$ cat config.mk
export PLATFORM = sky130hd
export DESIGN_NAME = somador_completo_reg_flat
export DESIGN_NICKNAME = d
export VERILOG_FILES = /design/src/rtl/somador_completo_reg_if.sv /design/src/rtl/somador_completo_reg.sv /design/src/flat_wrapper.sv
export SDC_FILE = /design/constraint.sdc
export NUM_CORES = 1
export LEC_CHECK = 0
export ABC_AREA = 1
export BUFFER_PORTS_ARGS = -buffer_cell sky130_fd_sc_hd__buf_4
export CORE_AREA = 2 2 39 41
export DETAILED_ROUTE_END_ITERATION = 10
export DIE_AREA = 0 0 41 43
export PLACE_DENSITY = 0.38
export SYNTH_ARGS = -nofsm -noshare
export SYNTH_HDL_FRONTEND = slang
export SYNTH_SLANG_ARGS = --single-unit
$ cat constraint.sdc
create_clock -name clk -period 0.8 [get_ports clk]
set_input_delay 0.12 -clock clk [delete_from_list [all_inputs] [get_ports clk]]
set_output_delay 0.12 -clock clk [all_outputs]
set_load 0.02 [all_outputs]
$ cat src/rtl/somador_completo_reg_if.sv
// Operand/result bundle for the registered ripple-carry adder.
// The master drives operands; the slave (adder) returns the registered sum.
interface somador_completo_reg_if #(
    parameter int WIDTH = 1
);
    logic [WIDTH-1:0] A;
    logic [WIDTH-1:0] B;
    logic             Cin;
    logic             in_valid;
    logic [WIDTH-1:0] S;
    logic             Cout;
    logic             out_valid;

    modport master (
        output A, B, Cin, in_valid,
        input  S, Cout, out_valid
    );

    modport slave (
        input  A, B, Cin, in_valid,
        output S, Cout, out_valid
    );
endinterface

$ cat src/rtl/somador_completo_reg.sv
// Registered N-bit adder: ripple chain of 1-bit full-adder cells feeding an output register.
// {Cout,S} = A + B + Cin appears one cycle after in_valid; S/Cout hold while in_valid is low.
module somador_completo_reg #(
    parameter int WIDTH = 1
) (
    input  logic                    clk,
    input  logic                    rst,
    somador_completo_reg_if.slave   bus
);

    logic [WIDTH-1:0] s_d;
    logic             cout_d;
    logic [WIDTH-1:0] s_q;
    logic             cout_q;
    logic             out_valid_q;

    // Carry is walked through a local variable so each cell sees the previous cell's carry-out.
    always_comb begin : ripple
        logic c;
        s_d = '0;
        c   = bus.Cin;
        for (int i = 0; i < WIDTH; i++) begin
            s_d[i] = bus.A[i] ^ bus.B[i] ^ c;
            c      = (bus.A[i] & bus.B[i]) | (c & (bus.A[i] ^ bus.B[i]));
        end
        cout_d = c;
    end

    always_ff @(posedge clk or posedge rst) begin
        if (rst) begin
            s_q         <= '0;
            cout_q      <= 1'b0;
            out_valid_q <= 1'b0;
        end else begin
            out_valid_q <= bus.in_valid;
            if (bus.in_valid) begin
                s_q    <= s_d;
                cout_q <= cout_d;
            end
        end
    end

    assign bus.S         = s_q;
    assign bus.Cout      = cout_q;
    assign bus.out_valid = out_valid_q;

endmodule

$ cat src/flat_wrapper.sv
// flat-port wrapper written by rule: the top's interface ports become plain ports
module somador_completo_reg_flat 
#(
    parameter int WIDTH = 1
)
  (clk, rst, bus_A, bus_B, bus_Cin, bus_in_valid, bus_S, bus_Cout, bus_out_valid);
  somador_completo_reg_if #(.WIDTH(WIDTH)) bus_i ();
  input  logic clk;
  input  logic rst;
  input wire logic [$bits(bus_i.A)-1:0] bus_A;
  input wire logic [$bits(bus_i.B)-1:0] bus_B;
  input wire logic [$bits(bus_i.Cin)-1:0] bus_Cin;
  input wire logic [$bits(bus_i.in_valid)-1:0] bus_in_valid;
  output wire logic [$bits(bus_i.S)-1:0] bus_S;
  output wire logic [$bits(bus_i.Cout)-1:0] bus_Cout;
  output wire logic [$bits(bus_i.out_valid)-1:0] bus_out_valid;
  assign bus_i.A = bus_A;
  assign bus_i.B = bus_B;
  assign bus_i.Cin = bus_Cin;
  assign bus_i.in_valid = bus_in_valid;
  assign bus_S = bus_i.S;
  assign bus_Cout = bus_i.Cout;
  assign bus_out_valid = bus_i.out_valid;
  somador_completo_reg #(.WIDTH(WIDTH)) u_core (.clk(clk), .rst(rst), .bus(bus_i));
endmodule
After elaboration in Yosys (flattened, before gate mapping). Index checks and enable logic that the tools add are counted.

Bitwise operators: 5.

Operators with widths (count): $and A1 B1 Y1 (2); $xor A1 B1 Y1 (2); $or A1 B1 Y1 (1).

Register bits: 3. Input port bits: 6. Output and inout bits: 3. Logic and storage cells: 8.

Logic depth before layout (Yosys ltp). Gate-level depths: netlist of the first run.

Word-level depth: 3. Mapped depth: 3. Mapped depth without buffers: 3.

Worst setup path after synthesis of the first run. Ideal clock, no wire load.

Path kind: input to register. From: input bus_Cin. To: register u_core.s_q, in the netlist u_core.bus.S. Setup time: 0.117 ns. Arrival: 0.682 ns. Data required time: 0.683 ns. Slack: 0.001 ns. Stages on the path: 3. Path buffers: 0. Cell sequence: fa_1 -> nand2_1 -> nand2_1.

Longest elaborated chain between the ends: 1.

RTL lines: start, declared (line flat_wrapper.sv:12) `input wire logic [$bits(bus_i.Cin)-1:0] bus_Cin;`; $xor A1 B1 Y1 (line somador_completo_reg.sv:23) `s_d[i] = bus.A[i] ^ bus.B[i] ^ c;`; end signal, assigned (line somador_completo_reg.sv:31) `s_q <= '0;`; end signal, assigned (line somador_completo_reg.sv:37) `s_q <= s_d;`; end, declared (line somador_completo_reg.sv:13) `logic [WIDTH-1:0] s_q;`.

No other way between the ends. A chain may end at the register's enable or synchronous reset.

Final worst setup path of the first run.
From: register u_core.cout_q, in the netlist u_core.bus.Cout. To: output bus_Cout.

RTL lines: start, declared (line somador_completo_reg.sv:14) `logic cout_q;`; start signal, assigned (line somador_completo_reg.sv:38) `cout_q <= cout_d;`; end, declared (line flat_wrapper.sv:15) `output wire logic [$bits(bus_i.Cout)-1:0] bus_Cout;`.

No word-level cell between the ends.

==> impl_metrics.toml, run 1 <==
[run_status]
status = "finished, violations left"
violations = "negative setup slack"

[logic_synthesis]
netlist_top_cells_count = "6 x nand2_1, 3 x dfrtp_1, 2 x inv_1"
synth_area_sq_um = 125
synth_top_area_share_pct = 60.0
yosysSeqAreaShare_pct = 60.0
synth_area_leaders = "dfrtp_1 60%, nand2_1 18%, fa_1 16%"
ys_warn_count = 0
syn-instance-count = 12
synth_top_area_cell = "dfrtp_1"
syn-num-nets = 19
async_reset_ff_share_pct = 100
synth.most_common_cell = "nand2_1"
synth-edff-count = 0
synth_area_per_cell_sq_um = 10.4
synth_ff_type = "dfrtp_1"
ys_types = 4
ys_ff_latch = 3

[floorplanning]
die_y_um = 43
dieArea_sq_mm = 0.00176
num_io_pins = 9
die_width_um = 41
start_util_pct = 9.04
core_sq_mm = 0.00138
rows = 14

[place]
gp_congestion = 0.578
portBuffers = 8
dp.cells = 36
dp_hpwl_um = 218
place_area_sq_um = 205

[layout]
final_cells = 43
design_area_sq_um = 268
post-route-util_pct = 19.3
nets = 35
diodes = 0
areaGrowthSynthToFinish_pct = 114
drive_above_1_share_pct = 48.1
fillers = 156

[sta]
final_max_slew_viol_count = 0
finalSetupViolCount = 3
layout_min_cycle_time_ns = 0.876
worst_pin_slew_ns = 0.115
max_freq_ghz = 1.14
slew_headroom_pct = 92.3
finClkSkew_ns = 0
setup_slack_ns = -0.0759
finalCritPeriodShare_pct = 109
rsz0062_at_grt = "true"
finalHoldViolCount = 0
fin_tns_setup_ns = -0.195

[setup_path]
max_stage_delay_ns = 0.38
cp_cell_sequence = "buf_6"
path_delay_family = "flip-flops"
cp-start-kind = "flop"
critPathSlowestCell = "dfrtp_1"
critPathArrivalTime_ns = 0.76
critPathMaxFanout = 2
end_kind = "output pin"
worst-path-buf-inv = 1
critical_path_required_ns = 0.68
critPathKind = "reg2out"

[power_and_ir_drop]
powerDensity_mw_per_mm2 = 2160
ir_worst_vdd_uv = 340
leakagePower_uw = 0.000143
power.total_uw = 578

[global_route]
grt_usage_pct = 4.64
grt_pass1_vias = 128
grt_max_degree = 5
grt_antenna_before_repair = 0
grt_first_pass_wirelength_um = 420
grt_remaining_overflow = 0

[clock_tree]
cts-root-buf = "clkbuf_4"
path_clk_slew_ns = 0.04
clock_latency_ns = 0.24
clk_path_buf_depth = 2
cts.sinks = 3
h-tree-depth = 1
cts_buffers = 3
tritoncts = "built"

[routing]
ant_nets = 0
drt_pre_antenna_iters = 3
wl_um = 313
viasPerCell = 2.93
drc = 0
wire_per_inst_um = 7.28
vias = 126
drt_iter0_drc = 6

[run]
drv_cap = 0

[worst_hold_path]
min_path_type = "in2reg"
## report_power, final
part / internal (uW) / switching [uW]
Combinational: 73.4 / 51.1
Sequential: 168 / 10.5
Clock: 187 / 86.8
## cells in the final DEF, fill, tap and decap left out
master         instances
buf_4                  7
buf_6                  3
clkbuf_1               1
clkbuf_4               3
dfrtp_1                3
dlygate4sd3_1          1
fa_1                   1
inv_1                  2
nand2_1                6
## per-stage QoR
step	hold slack [ns]	setup WS (ns)
final	0.0171	-0.0759
after global routing	0.0192	-0.0949
after CTS	0.00888	-0.0870
after detailed placement	0.00172	-0.140
after global placement	-0.00484	-0.121
after floorplan	-0.126	0.00125
## area by class of cell
cell class | count | area, sq um | share of cell area, %
multi-input cells | 7 | 42.5 | 15.9
clock buffers | 4 | 26.3 | 9.81
repair buffers | 11 | 96.3 | 36.0
well taps | 16 | 20.0 | 7.48
flip-flops and latches | 3 | 75.1 | 28.0
inverters | 2 | 7.51 | 2.80
## state kept, by name (all words and copies together), names as in the netlist
signal / flops
u_core.bus.out_valid: 1
u_core.bus.Cout: 1
u_core.bus.S: 1
## repair_timing
action	in CTS	in global routing
cloned	0	0
hold buffers	1	0
setup buffers	2	0
hold endpoints to repair	3	0
pin swaps	0	0
gates resized for setup	3	0
endpoints found under the setup margin	3	3
## logic make-up (layout without fill, tap and decap cells)
| group | after synthesis | in the layout | synth area share [%] |
|---|---|---|---|
| and+or+nand+nor | 6 | 6 | 18.0 |
| DFF | 3 | 3 | 60.0 |
| buffers and inverters | 2 | 17 | 6.00 |
| adders and majority gates | 1 | 1 | 16.0 |
## worst paths after layout
check,start,end,slack (ns),cells past startpoint
setup / recovery,u_core.bus.Cout,bus_Cout,-0.08,1
max in group asynchronous,rst,u_core.bus.S,0.35,3
setup reg to reg,u_core.bus.Cout,u_core.bus.Cout,0.08,3
hold / removal,bus_in_valid,u_core.bus.out_valid,0.02,1
hold reg to reg,u_core.bus.S,u_core.bus.S,0.59,3
min in group asynchronous,rst,u_core.bus.out_valid,0.32,3
## metal layers
metal	routed length [um]	track usage, %	share of wire, %
met1	137	4.23	44
met2	111	3.75	35
met3	42	3.14	13
met4	21	10.0	6.7
met5	0	0	0
(Power assumes the default switching activity.)
==> run 2, diff against run 1 <==
- RECOVER_POWER: not set -> 25
==> impl_metrics.toml, run 2 (synthesis results as in run 1) <==
[floorplanning]
die_width_um = 41
dieArea_sq_mm = 0.00176
num_io_pins = 9
die_y_um = 43
core_sq_mm = 0.00138
rows = 14
start_util_pct = 9.04

[layout]
final_cell_mix = "6 x nand2_1, 6 x buf_4, 3 x clkbuf_4, 3 x buf_6, 3 x dfrtp_1"
post-route-util_pct = 19.1
fillers = 158
diodes = 0
nets = 35
design_area_sq_um = 264
areaGrowthSynthToFinish_pct = 111
drive_above_1_share_pct = 44.4

[sta]
final_max_slew_viol_count = 0
rsz0062_at_grt = "true"
worst_pin_slew_ns = 0.156
setup_slack_ns = -0.0759
finalCritPeriodShare_pct = 109
finClkSkew_ns = 0
layout_min_cycle_time_ns = 0.876
max_freq_ghz = 1.14
finalHoldViolCount = 0
slew_headroom_pct = 89.6
finalSetupViolCount = 3

[worst_hold_path]
min_from = "bus_in_valid"
min_to = "u_core.bus.out_valid"
min_path_type = "in2reg"
hold_depth = 1

[setup_path]
critPathSlowestCell = "dfrtp_1"
critPathArrivalTime_ns = 0.76
critical_path_required_ns = 0.68
end_kind = "output pin"
cp_cell_sequence = "buf_6"
r2r_cells = 3
max_stage_delay_ns = 0.38
critPathKind = "reg2out"
crit_cells = 1
rr_startpoint = "u_core.bus.Cout"
cp-start-kind = "flop"
path_delay_family = "flip-flops"
critPathMaxFanout = 2
r2r-end = "u_core.bus.Cout"
rrSetupSlack_ns = 0.08
worst-path-buf-inv = 1

[routing]
drc = 0
wl_um = 315
drt_pre_antenna_iters = 3
ant_nets = 0
wire_per_inst_um = 7.33
vias = 126
viasPerCell = 2.93
drt_iter0_drc = 12

[clock_tree]
tritoncts = "built"
path_clk_slew_ns = 0.04
cts-root-buf = "clkbuf_4"
h-tree-depth = 1
cts.sinks = 3
clk_path_buf_depth = 2
clock_latency_ns = 0.24
cts_buffers = 3

[run_status]
violations = "negative setup slack"
status = "finished, violations left"

[place]
portBuffers = 8
place_area_sq_um = 205
dp_hpwl_um = 218
gp_congestion = 0.578

[global_route]
use_met3_pct = 3.14
grt_usage_pct = 4.64
grt_use_met1_pct = 4.23
busiest_layer = "met4"
grt_pass1_vias = 128
use_met2_pct = 3.75
grt_antenna_before_repair = 0
grt_remaining_overflow = 0
grt_first_pass_wirelength_um = 420
grt_max_degree = 5

[run]
drv_cap = 0

[power_and_ir_drop]
leakagePower_uw = 0.000139
ir_worst_vdd_uv = 340
powerDensity_mw_per_mm2 = 2180
-- run 2: cell count changes in the layout (fill, tap and decap cells not counted) --
cell,previous run,this run
clkbuf_1,1,2
buf_4,7,6
-- run 2: final cells by class --
cell class / count / area [sq um] / area share, %
clock buffers: 4 / 26.3 / 9.95
well taps: 16 / 20.0 / 7.58
repair buffers: 11 / 92.6 / 35.1
flip-flops and latches: 3 / 75.1 / 28.4
inverters: 2 / 7.51 / 2.84
multi-input cells: 7 / 42.5 / 16.1
-- run 2: worst max-delay path by stage --
stage,from,endpoint
floorplan,bus_Cin,u_core.bus.S
global placement,bus_Cin,u_core.bus.S
detailed placement,bus_Cin,u_core.bus.S
CTS,u_core.bus.Cout,bus_Cout
global route,u_core.bus.S,bus_S
finish,u_core.bus.Cout,bus_Cout
-- run 2: metal layers --
layer / part of all wire (%) / up-vias
met5: 0 / -
met3: 13 / 2
met1: 44 / 50
li1: - / 63
met4: 6.7 / 0
met2: 35 / 11
-- run 2: power breakdown --
part           internal, uW  leakage, uW  switching [uW]  total (uW)
Combinational          71.2    0.0000880            51.1         122
Clock                   187    0.0000150            86.8         274
Sequential              168    0.0000360            10.5         179
Total                   427     0.000139             148         576
-- run 2: what timing repair did --
action / in CTS / in global routing
setup buffers: 2 / 0
setup endpoints to repair: 3 / 3
hold buffers: 1 / 0
endpoints found under the hold margin: 3 / 0
gates resized for setup: 3 / 0
-- run 2: stage by stage --
stage / setup TNS [ns] / hold slack, ns / worst slack [ns] / std cells / total power [uW]
3_3_place_gp: -0.190 / -0.00484 / -0.121 / 36 / 269
2_1_floorplan: 0 / -0.126 / 0.00125 / 12 / 218
3_5_place_dp: -0.218 / 0.00172 / -0.140 / 36 / 272
6_report: -0.195 / 0.0549 / -0.0759 / 43 / 576
4_1_cts: -0.227 / 0.00888 / -0.0870 / 43 / 588
5_1_grt: -0.247 / 0.0679 / -0.0949 / 43 / 603
